--- config.mk ---
export PLATFORM = sky130hd
export DESIGN_NAME = dse_stream_endpoint
export DESIGN_NICKNAME = d
export VERILOG_FILES = /design/src/rtl/dse_pkg.sv /design/src/rtl/dse_out_fifo.sv /design/src/rtl/dse_stream_endpoint.sv
export SDC_FILE = /design/constraint.sdc
export NUM_CORES = 2
export LEC_CHECK = 0
export BUFFER_PORTS_ARGS = -buffer_cell sky130_fd_sc_hd__buf_2
export CORE_MARGIN = 3
export CORE_UTILIZATION = 59
export CTS_CLUSTER_DIAMETER = 60
export DETAILED_ROUTE_END_ITERATION = 7
export PLACE_DENSITY = 0.78
export SYNTH_ARGS = -nofsm -noshare
export SYNTH_HDL_FRONTEND = slang
export SYNTH_SLANG_ARGS = --single-unit
--- constraint.sdc ---
create_clock -name clock -period 36.5 [get_ports clock]
set_clock_uncertainty 0.1 [all_clocks]
set_input_delay 0 -clock clock [delete_from_list [all_inputs] [get_ports clock]]
set_output_delay 0 -clock clock [all_outputs]
set_load 0.05 [all_outputs]
--- src/rtl/dse_pkg.sv ---
`default_nettype none
// ============================================================================
// Module  : dse_pkg
// Purpose : Shared types and constants for the DSE stream endpoint: record
//           tags, controller state encoding, default reset-vector targets
//           and a saturating 32-bit adder.
// Ports   : none (package)
// Rev     : 1.0  initial release
// ============================================================================
package dse_pkg;

  // Record tags carried in the upper MAGIC_W bits of every output record.
  typedef enum logic [7:0] {
    TAG_EMULATE = 8'd1,
    TAG_DEG     = 8'd2,
    TAG_DEGDONE = 8'd3,
    TAG_FINISH  = 8'd4
  } tag_e;

  typedef enum logic [1:0] {
    ST_IDLE   = 2'd0,
    ST_ARMED  = 2'd1,
    ST_RECORD = 2'd2
  } state_e;

  localparam logic [35:0] DEFAULT_WORKLOAD_VEC = 36'h0_8000_0000;
  localparam logic [35:0] DEFAULT_DRIVER_VEC   = 36'h0_1000_0000;

  function automatic logic [31:0] sat_add32(input logic [31:0] a, input logic [31:0] b);
    logic [32:0] sum;
    sum = {1'b0, a} + {1'b0, b};
    return sum[32] ? 32'hFFFF_FFFF : sum[31:0];
  endfunction

endpackage
`default_nettype wire

--- src/rtl/dse_out_fifo.sv ---
`default_nettype none
// ============================================================================
// Module  : dse_out_fifo
// Purpose : First-word-fall-through record buffer. The head entry is visible
//           on out_data whenever out_valid is high; a push becomes visible
//           the cycle after it is written.
// Ports   : clock, reset      - clock and synchronous active-high reset
//           push, push_data   - write request and data (ignored when full
//                               unless a pop happens in the same cycle)
//           pop               - consume head entry (ignored when empty)
//           out_valid,out_data- head entry
//           full, level       - occupancy status
// Rev     : 1.0  initial release
// ============================================================================
module dse_out_fifo #(
  parameter int WIDTH = 264,
  parameter int DEPTH = 8
) (
  input  logic                     clock,
  input  logic                     reset,
  input  logic                     push,
  input  logic [WIDTH-1:0]         push_data,
  input  logic                     pop,
  output logic                     out_valid,
  output logic [WIDTH-1:0]         out_data,
  output logic                     full,
  output logic [$clog2(DEPTH):0]   level
);

  localparam int AW = $clog2(DEPTH);

  logic [WIDTH-1:0] mem [DEPTH];
  logic [AW-1:0]    wr_ptr;
  logic [AW-1:0]    rd_ptr;
  logic [AW:0]      count;
  logic             do_push;
  logic             do_pop;

  assign full      = (count == (AW+1)'(DEPTH));
  assign out_valid = (count != '0);
  assign out_data  = mem[rd_ptr];
  assign level     = count;

  assign do_pop  = pop && out_valid;
  // A full buffer still accepts a write when the head leaves in the same cycle.
  assign do_push = push && (!full || do_pop);

  always_ff @(posedge clock) begin
    if (do_push) begin
      mem[wr_ptr] <= push_data;
    end
  end

  always_ff @(posedge clock) begin
    if (reset) begin
      wr_ptr <= '0;
      rd_ptr <= '0;
      count  <= '0;
    end else begin
      if (do_push) wr_ptr <= wr_ptr + AW'(1);
      if (do_pop)  rd_ptr <= rd_ptr + AW'(1);
      case ({do_push, do_pop})
        2'b10:   count <= count + (AW+1)'(1);
        2'b01:   count <= count - (AW+1)'(1);
        default: ;
      endcase
    end
  end

endmodule
`default_nettype wire

--- src/rtl/dse_stream_endpoint.sv ---
`default_nettype none
// ============================================================================
// Module  : dse_stream_endpoint
// Purpose : Watches DSE reset-vector pulses, runs an IDLE/ARMED/RECORD
//           controller and emits tagged records (EMULATE, DEG, DEGDONE,
//           FINISH) into a FWFT output buffer. Control records are never
//           lost; DEG records are dropped and counted when they cannot issue.
// Macro   : DSE_DROP_REPORT_EN - when defined, DEGDONE carries the drop
//           count in its low 32 bits and drop_count is live; otherwise both
//           read as zero.
// Ports   : clock, reset          - clock, synchronous active-high reset
//           dse_reset_valid/vector- reset-vector pulse and target address
//           deg_out_enable        - DEG sample strobe
//           deg_valids            - per-lane valid bits (popcount counted)
//           deg_out_data          - DEG payload
//           perf_out_data         - FINISH payload
//           out_valid/ready/data  - record stream {tag, payload}
//           fifo_level            - buffer occupancy
//           recording             - high while in RECORD
//           drop_count            - saturating count of dropped DEG records
// Rev     : 1.0  initial release
// ============================================================================
module dse_stream_endpoint
  import dse_pkg::*;
#(
  parameter int          NCH          = 4,
  parameter int          DEG_W        = 256,
  parameter int          PERF_W       = 192,
  parameter int          MAGIC_W      = 8,
  parameter int          FIFO_DEPTH   = 8,
  parameter int          RECORD_THRES = 200,
  parameter logic [35:0] WORKLOAD_VEC = DEFAULT_WORKLOAD_VEC,
  parameter logic [35:0] DRIVER_VEC   = DEFAULT_DRIVER_VEC
) (
  input  logic                          clock,
  input  logic                          reset,
  input  logic                          dse_reset_valid,
  input  logic [35:0]                   dse_reset_vector,
  input  logic                          deg_out_enable,
  input  logic [NCH-1:0]                deg_valids,
  input  logic [DEG_W-1:0]              deg_out_data,
  input  logic [PERF_W-1:0]             perf_out_data,
  output logic                          out_valid,
  input  logic                          out_ready,
  output logic [DEG_W+MAGIC_W-1:0]      out_data,
  output logic [$clog2(FIFO_DEPTH):0]   fifo_level,
  output logic                          recording,
  output logic [31:0]                   drop_count
);

  localparam int REC_W = DEG_W + MAGIC_W;

  state_e            state;
  logic              last_rst;
  logic [31:0]       count;
  logic              pend_emu;
  logic              pend_done;
  logic              pend_fin;
  logic [PERF_W-1:0] perf_hold;

  logic              rise;
  logic              fall;
  logic              wl_rise;
  logic              drv_rise;
  logic              thres_hit;
  logic              rec_exit;
  logic              deg_event;
  logic              deg_push;
  logic              emu_req;
  logic              done_req;
  logic              fin_req;
  logic              any_pend;
  logic              fifo_full;
  logic              fifo_pop;
  logic              can_push;
  logic [31:0]       lane_sum;
  logic [DEG_W-1:0]  done_payload;
  logic [PERF_W-1:0] fin_perf;

  logic              push;
  tag_e              push_tag;
  logic [DEG_W-1:0]  push_payload;
  logic              take_emu;
  logic              take_done;
  logic              take_fin;

  assign rise      = dse_reset_valid && !last_rst;
  assign fall      = last_rst && !dse_reset_valid;
  assign wl_rise   = rise && (dse_reset_vector == WORKLOAD_VEC);
  assign drv_rise  = rise && (dse_reset_vector == DRIVER_VEC);
  assign thres_hit = (count >= 32'(RECORD_THRES));

  // The cycle in which the limit is already reached is the exit cycle: it
  // emits DEGDONE rather than one more DEG sample.
  assign deg_event = (state == ST_RECORD) && deg_out_enable && !thres_hit;
  assign rec_exit  = (state == ST_RECORD) && (thres_hit || drv_rise || wl_rise);

  assign emu_req   = wl_rise  || pend_emu;
  assign done_req  = rec_exit || pend_done;
  assign fin_req   = drv_rise || pend_fin;
  assign any_pend  = pend_emu || pend_done || pend_fin;

  assign fifo_pop  = out_valid && out_ready;
  assign can_push  = !fifo_full || fifo_pop;
  // DEG only issues when no control record is owed and EMULATE is not
  // claiming the slot this cycle.
  assign deg_push  = deg_event && can_push && !any_pend && !wl_rise;

  // A FINISH deferred by backpressure keeps the perf value seen at the rise.
  assign fin_perf  = drv_rise ? perf_out_data : perf_hold;

  assign recording = (state == ST_RECORD);

  always_comb begin
    lane_sum = '0;
    for (int i = 0; i < NCH; i++) begin
      lane_sum = lane_sum + {31'b0, deg_valids[i]};
    end
  end

  always_comb begin
    push         = 1'b0;
    push_tag     = TAG_EMULATE;
    push_payload = '0;
    take_emu     = 1'b0;
    take_done    = 1'b0;
    take_fin     = 1'b0;
    if (can_push) begin
      if (emu_req) begin
        push     = 1'b1;
        take_emu = 1'b1;
      end else if (deg_push) begin
        push         = 1'b1;
        push_tag     = TAG_DEG;
        push_payload = deg_out_data;
      end else if (done_req) begin
        push         = 1'b1;
        take_done    = 1'b1;
        push_tag     = TAG_DEGDONE;
        push_payload = done_payload;
      end else if (fin_req) begin
        push         = 1'b1;
        take_fin     = 1'b1;
        push_tag     = TAG_FINISH;
        push_payload = DEG_W'(fin_perf);
      end
    end
  end

  always_ff @(posedge clock) begin
    if (reset) begin
      state     <= ST_IDLE;
      last_rst  <= 1'b0;
      count     <= '0;
      pend_emu  <= 1'b0;
      pend_done <= 1'b0;
      pend_fin  <= 1'b0;
      perf_hold <= '0;
    end else begin
      last_rst  <= dse_reset_valid;
      pend_emu  <= emu_req  && !take_emu;
      pend_done <= done_req && !take_done;
      pend_fin  <= fin_req  && !take_fin;
      if (drv_rise) perf_hold <= perf_out_data;

      if (wl_rise) begin
        count <= '0;
      end else if (deg_event) begin
        count <= sat_add32(count, lane_sum);
      end

      // A workload rise restarts the phase from any state.
      if (wl_rise) begin
        state <= ST_ARMED;
      end else begin
        case (state)
          ST_ARMED:  if (fall)     state <= ST_RECORD;
          ST_RECORD: if (rec_exit) state <= ST_IDLE;
          default:   ;
        endcase
      end
    end
  end

`ifdef DSE_DROP_REPORT_EN
  logic [31:0] drops;

  always_ff @(posedge clock) begin
    if (reset) begin
      drops <= '0;
    end else if (wl_rise) begin
      drops <= '0;
    end else if (deg_event && !deg_push && (drops != 32'hFFFF_FFFF)) begin
      drops <= drops + 32'd1;
    end
  end

  assign drop_count   = drops;
  assign done_payload = DEG_W'(drops);
`else
  assign drop_count   = '0;
  assign done_payload = '0;
`endif

`ifndef SYNTHESIS
  always_ff @(posedge clock) begin
    if (!reset && deg_out_enable && (deg_valids == '0)) begin
      $display("dse_stream_endpoint error: deg_out_enable with no valid lanes at %0t", $time);
    end
  end
`endif

  dse_out_fifo #(
    .WIDTH (REC_W),
    .DEPTH (FIFO_DEPTH)
  ) u_out_fifo (
    .clock     (clock),
    .reset     (reset),
    .push      (push),
    .push_data ({MAGIC_W'(push_tag), push_payload}),
    .pop       (fifo_pop),
    .out_valid (out_valid),
    .out_data  (out_data),
    .full      (fifo_full),
    .level     (fifo_level)
  );

endmodule
`default_nettype wire

Word level (Yosys, flattened, before mapping)
Memories as Yosys holds them, arrays and structs flattened. A register that Yosys moved wholly into a read port is not among the register bits.
Cells that the tools add are included.
Storage, ports and cells
  register bits after elaboration: 240
  RAM bits: 2072
  bits of input ports: 493
  output and inout bits: 302
  logic and storage cells: 109
  memories kept: 1
Memories
  u_out_fifo.mem: depth 8, width 259, rd ports 1, clocked after memory_dff 1, write ports 1, line dse_out_fifo.sv:32  | logic [WIDTH-1:0] mem [DEPTH];
Cells by class
  add/sub/neg operators: 8
  $lt $le $gt $ge: 1
  equal/unequal tests: 11
  multiplexer cells: 36
  reductions and logical operators: 41
Operators by type and width (number)
  2-to-1 mux 256 bit: 3
  2-to-1 mux 192 bit: 3
  == test 36 x 29 -> 1 bit (second input constant): 1
  == test 36 x 32 -> 1 bit (second input constant): 1
  adder 32 x 4 -> 33 bit: 1
  greater-or-equal comparator 32 x 8 -> 1 bit (second input constant): 1
  2-to-1 mux 32 bit: 1
  2-to-1 mux 3 bit: 7
  2-to-1 mux 1 bit: 18
  logical AND 1 bit: 16
  zero test 1 bit: 9
  logical OR 1 bit: 9
  one-hot mux 4 bit (2 select lines): 1
  adder 3 x 1 -> 3 bit (second input constant): 2
  AND reduction 3 bit: 2
  adder 3 x 1 -> 4 bit: 1
  adder 4 x 1 -> 4 bit (second input constant): 1
  == test 2 x 1 -> 1 bit (second input constant): 2
  == test 2 bit (second input constant): 2
  == test 4 bit (second input constant): 1
  2-to-1 mux 2 bit: 2
  one-hot mux 2 bit (2 select lines): 1
  nonzero test 2 bit: 2
  nonzero test 4 bit: 1
  9 further kinds: 9

Depth between registers and ports, before layout
  word-level depth: 14
  mapped depth: 14

By module
Synthesis repeated with hierarchy kept, for this count alone.
Unflattened totals
  cell total of the unflattened synthesis: 4486
  area, all modules: 92154.6 um^2
By module, submodules not included
  dse_out_fifo: times used 1, cells each 3132, area an instance 80374.6 um^2
  dse_stream_endpoint: times used 1, cells each 1354, area an instance 11780.0 um^2

Worst setup path before layout
OpenSTA, ideal clock, no wires.
  path type: reg2reg
  from: register state[0]
  to: memory u_out_fifo.mem[2][0] (netlist bit), enable pin
  setup time: 1.604 ns
  data arrival time: 28.461 ns
  data required time: 34.796 ns
  setup slack: 6.336 ns
  cell stages (with the launch flop): 9
  buffers on the path: 1
  clock period less this slack: 30.164 ns
  cell sequence: dfxtp_1 inv_1 ha_1 nand2_1 nor4_2 nor4_1 a21o_1 buf_2 nor4b_1
Between the ends
  longest elaborated chain between the ends: 12
Ends and longest elaborated chain
  from (decl): line dse_stream_endpoint.sv:53  | state_e state;
  from (signal assigned): line dse_stream_endpoint.sv:152  | state <= ST_IDLE;
  from (signal assigned): line dse_stream_endpoint.sv:174  | state <= ST_ARMED;
  from (signal assigned): line dse_stream_endpoint.sv:177  | ST_ARMED: if (fall) state <= ST_RECORD;
  == test 2 bit (*)
  net recording: line dse_stream_endpoint.sv:47  | output logic recording,
  logical AND 1 bit (2 in series): line dse_stream_endpoint.sv:95  | assign deg_event = (state == ST_RECORD) && deg_out_enable && !thres_hit;
  logical AND 1 bit (3 in series): line dse_stream_endpoint.sv:107  | assign deg_push = deg_event && can_push && !any_pend && !wl_rise;
  2-to-1 mux 1 bit (*): line dse_stream_endpoint.sv:132  | end else if (deg_push) begin
  2-to-1 mux 1 bit (*): line dse_stream_endpoint.sv:129  | if (emu_req) begin
  2-to-1 mux 1 bit (*): line dse_stream_endpoint.sv:128  | if (can_push) begin
  logical AND 1 bit (*): line dse_out_fifo.sv:46  | assign do_push = push && (!full || do_pop);
  2-to-1 mux 1 bit (*): line dse_out_fifo.sv:49  | if (do_push) begin
  2-to-1 mux 1 bit (not written as such) (*): line dse_out_fifo.sv:50  | mem[wr_ptr] <= push_data;
  to (decl): line dse_out_fifo.sv:32
The timed path passes the listed nets; every way through them passes the cells marked *.

Final worst setup path
  from: input dse_reset_vector[25]
  to: memory u_out_fifo.mem[6][6] (netlist bit), data pin
Between the ends
  longest elaborated chain between the ends: 10
Ends and longest elaborated chain
  from (decl): line dse_stream_endpoint.sv:38  | input logic [35:0] dse_reset_vector,
  == test 36 x 29 -> 1 bit: line dse_stream_endpoint.sv:90  | assign drv_rise = rise && (dse_reset_vector == DRIVER_VEC);
  logical AND 1 bit: line dse_stream_endpoint.sv:90
  logical OR 1 bit (2 in series): line dse_stream_endpoint.sv:96  | assign rec_exit = (state == ST_RECORD) && (thres_hit || drv_rise || wl_rise);
  logical AND 1 bit: line dse_stream_endpoint.sv:96
  logical OR 1 bit: line dse_stream_endpoint.sv:99  | assign done_req = rec_exit || pend_done;
  2-to-1 mux 192 bit: line dse_stream_endpoint.sv:136  | end else if (done_req) begin
  2-to-1 mux 256 bit: line dse_stream_endpoint.sv:132
  2-to-1 mux 256 bit (*): line dse_stream_endpoint.sv:129
  2-to-1 mux 256 bit (*): line dse_stream_endpoint.sv:128
  net push_payload[6]: line dse_stream_endpoint.sv:82  | logic [DEG_W-1:0] push_payload;
Marked as above.

==> summary.md <==
The flow ran to the end, and the final reports show no timing, DRC or antenna violations. The biggest cell delay along the critical path was 1.14 ns. Max-cap violations in this run came to 0. The ratio of routed vias to standard cells came out at 6.30. The most repeated library cell on the critical path was sky130_fd_sc_hd__dlygate4sd3_1. On the final layout, the worst hold slack is 0.0622 ns. In this run the core area contains 142 standard-cell rows. Post-CTS resize count: 0. After clock tree synthesis, the clock-pin slew on the worst setup and hold paths is 0.06 ns. In this run the clock root is driven by a sky130_fd_sc_hd__clkbuf_16.

Dividing the detail-routed wire length by the instance count gives 29.7 um. The floorplan step defined a core boundary enclosing 150,000 um2. The top-level I/O count was 795. Cell leakage power: 36.0 nW. Setup violations remaining at the end of the flow were counted as 0. The number of synthesized register bits works out to 2,315.

In the final layout, the multi-input gates occupy 21,000 um2. The longest clock path from root to sink contains 3 buffers. The achievable clock frequency is 161 MHz. The die covers 156,000 um2. The run gives 0 as the number of nets still failing antenna checks after routing. The most common cell after layout, fill and taps aside was sky130_fd_sc_hd__edfxtp_1. The worst path buffer plus inverter count was 6. In the final layout, flip-flops and latches occupy 67,100 um2. For this run, the leading register cell type out of synthesis is sky130_fd_sc_hd__edfxtp_1.

On the critical path, the stage with the largest delay is an instance of sky130_fd_sc_hd__o21ai_0. The count of buffers inserted at the top-level ports is 757. For the count of distinct cell types in the synthesized netlist, the log shows 62.

The post-layout minimum cycle time is 6.21 ns, and the number of cells in the design after placement is 6,995. The worst relative slew slack is 3.22%. The post-route netlist has 32.8% of its cells at a drive strength greater than 1. The worst-case vdd ir drop was 0.0000457 V. After detailed routing, the total wire length is 244 mm. Setup repair after global routing left no endpoint under its margin. In the final design database the tool counted 6,464 nets. The tools report the worst path required time as 36.80 ns. Once the floorplan was initialized, standard cells occupied 59.5% of the core. Fraction of registers with async set or reset after synthesis: 0%.

Signal arrival time at the worst endpoint: 6.52 ns. The run gives 0 as the count of pins over their slew limit. The worst setup path is launched from an input port. The first routing iteration left 6,076 violations. The total power density per cell area works out to 55.5 nW/um2. TritonCTS built the clock tree.

Of the synthesized area, sequential elements account for 75.1%. The largest total area in the synthesized netlist belongs to sky130_fd_sc_hd__edfxtp_1. The run gives 31.5% as the aggregate global-route resource usage. In this run, post-CTS hold repair placed 761 buffers. In this run the cell area of the synthesized design comes to 89,400 um2. The maximum net fanout on the critical path is 57. The type of the tightest min-delay check was in2reg. Summed over its instances, the top area cell type makes up 69.6% of the synthesized netlist area. Each instance of the synthesized netlist takes up on average 20.3 um2. From left edge to right edge, the die measures 395 um.

Compared with the post-synthesis result, the final layout area differs by 23.3%. Entering global routing, the biggest net connects 151 pins. The first global-routing pass estimated 361 mm of wire.

Counting the fill cells in the layout gives 7,839. Buffers added to address setup during post-CTS repair amount to 0. The via count of the first global-routing pass is 55,300.

The number of enable flip-flop cells after synthesis works out to 2,072. By area the synthesized netlist is led by sky130_fd_sc_hd__edfxtp_1 (70%), sky130_fd_sc_hd__mux4_2 (13%), sky130_fd_sc_hd__dfxtp_1 (5.4%), sky130_fd_sc_hd__mux2_2 (3.3%), sky130_fd_sc_hd__mux2i_1 (2.2%). The clock latency of the later-clocked register in the worst-skew pair was 0.85 ns. Broken down by cell family, the worst path's largest delay share belongs to buffers and inverters.

The number of clock sinks is 2,315. During synthesis, Yosys emitted a total of 0 warnings. The detailed router placed 51,700 vias in this run. The run gives 0 as the aggregate global routing overflow. The final period utilization works out to 17.0%.

In this run the vertical extent of the chip is 395 um. For the instance count of the mapped netlist, the log shows 4,400. After legalization and detailed placement, the total HPWL measured 116 mm. For the number of hold violations in the final report, the log shows 0.

The final total negative setup slack came out at 0 ns. The first detailed-routing pass ran for 7 iterations. The finished layout holds 8,201 standard cells, fillers aside. The congestion estimate from routability-driven global placement came to 0.895. The type of destination of the critical path is a register. The maximum level of the CTS H-tree is 4, and the number of antenna violations at the first check in global routing is 35. The count of unresolved DRC violations after routing is 0.

At the pin with the least slew margin, the transition time is 1.44 ns. Traced cell by cell, the critical path runs through dlygate4sd3_1 > buf_2 > nor4_1 > dlygate4sd3_1 > nand3_1 > dlygate4sd3_1 > nor4_4 > buf_4 > buf_4 > mux2i_1 > o21ai_0. In the layout the commonest cells are sky130_fd_sc_hd__edfxtp_1 (2,072), sky130_fd_sc_hd__dlygate4sd3_1 (761), sky130_fd_sc_hd__buf_2 (756).

For the total power, the log shows 6.12 mW. The run gives 218 as the number of buffers added by the clock tree synthesis step. Kind of critical path: in2reg.
cell usage after synthesis (6+ instances only):
master and count:
sky130_fd_sc_hd__edfxtp_1 2072, sky130_fd_sc_hd__mux4_2 518, sky130_fd_sc_hd__mux2_2 259, sky130_fd_sc_hd__dfxtp_1 243, sky130_fd_sc_hd__nor2_1 219, sky130_fd_sc_hd__nand2_1 205, sky130_fd_sc_hd__mux2i_1 194, sky130_fd_sc_hd__clkbuf_1 115
sky130_fd_sc_hd__o21ai_1 100, sky130_fd_sc_hd__and2_1 88, sky130_fd_sc_hd__o21ai_2 70, sky130_fd_sc_hd__buf_1 63, sky130_fd_sc_hd__buf_2 45, sky130_fd_sc_hd__buf_4 37, sky130_fd_sc_hd__o21ai_0 24, sky130_fd_sc_hd__buf_6 19
sky130_fd_sc_hd__nor4_1 16, sky130_fd_sc_hd__inv_1 11, sky130_fd_sc_hd__nor3_1 11, sky130_fd_sc_hd__xor2_1 9, sky130_fd_sc_hd__ha_1 8, sky130_fd_sc_hd__nand3_1 7, sky130_fd_sc_hd__a21oi_1 6
logic make-up (layout without fill, tap and decap cells):
| logic type | count (synthesis) | count (layout) | share of synthesized area (%) |
|---|---|---|---|
| AOI/OAI and AO/OA | 218 | 218 | 1.59 |
| xor gates and xnor gates | 11 | 11 | 0.108 |
| adders and majority gates | 11 | 11 | 0.179 |
| buffers and inverters | 293 | 2011 | 1.61 |
| DFF | 2315 | 2315 | 75.1 |
| muxes | 971 | 971 | 18.5 |
| other | 1 | 68 | 0.00420 |
| and+or+nand+nor | 580 | 580 | 2.96 |
metrics by stage:
step | util (%) | cell area [um2] | setup WS, ns
final | 73.4 | 110000 | 30.29
after floorplan | - | 89500 | 6.34
after CTS | 73.4 | 110000 | 30.68
after global placement | 63.4 | 95100 | 30.65
after global routing | 73.4 | 110000 | 30.32
after detailed placement | 63.4 | 95100 | 30.62
cell type report:
cell class / instances / area share, %
Timing Repair Buffer: 1586 / 10.9
Clock inverter: 128 / 1.28
Clock buffer: 286 / 5.44
Antenna cell: 31 / 0.0704
Inverter: 11 / 0.0375
Multi-Input combinational cell: 1828 / 19.1
Sequential cell: 2315 / 60.9
Tap cell: 2016 / 2.29
report_power, final:
| group | switching (mW) | internal, mW | total, mW |
|---|---|---|---|
| clock | 0.993 | 1.35 | 2.34 |
| combinational | 0.520 | 0.357 | 0.877 |
| sequential | 0.0147 | 2.88 | 2.90 |
| total | 1.53 | 4.59 | 6.12 |
layer usage:
metal / global-route usage (%) / part of all wire [%] / wire [um]
met5: 0 / 0.029 / 70
met2: 51.4 / 50 / 122000
met3: 7.45 / 9.4 / 23000
met4: 18.5 / 6.3 / 15400
met1: 38.8 / 34 / 83900
worst paths after layout:
path | start | endpoint | slack [ns] | cells after the start
worst min register to register | count[13] | count[13] | 0.36 | 1
worst max-delay path | dse_reset_vector[25] | u_out_fifo.mem[6][6] | 30.29 | 11
worst max register to register | last_rst | u_out_fifo.mem[6][6] | 30.40 | 8
worst min-delay path | deg_out_data[158] | u_out_fifo.mem[1][158] | 0.06 | 4
registers in the layout, summed over array words and instances (netlist names), named ones only:
name and count:
pend_emu 1, pend_done 1, u_out_fifo.mem 2072, perf_hold 192
u_out_fifo.rd_ptr 3, pend_fin 1, count 32, u_out_fifo.level 4
state 2, u_out_fifo.wr_ptr 3, last_rst 1
tightest hold or removal path, stage by stage:
cell,delay (ns)
sky130_fd_sc_hd__dlygate4sd3_1,0.55
sky130_fd_sc_hd__buf_2,0.11
sky130_fd_sc_hd__nand2_1,0.05
sky130_fd_sc_hd__o21ai_2,0.13
Note: power is estimated with default switching activity, not from simulation.
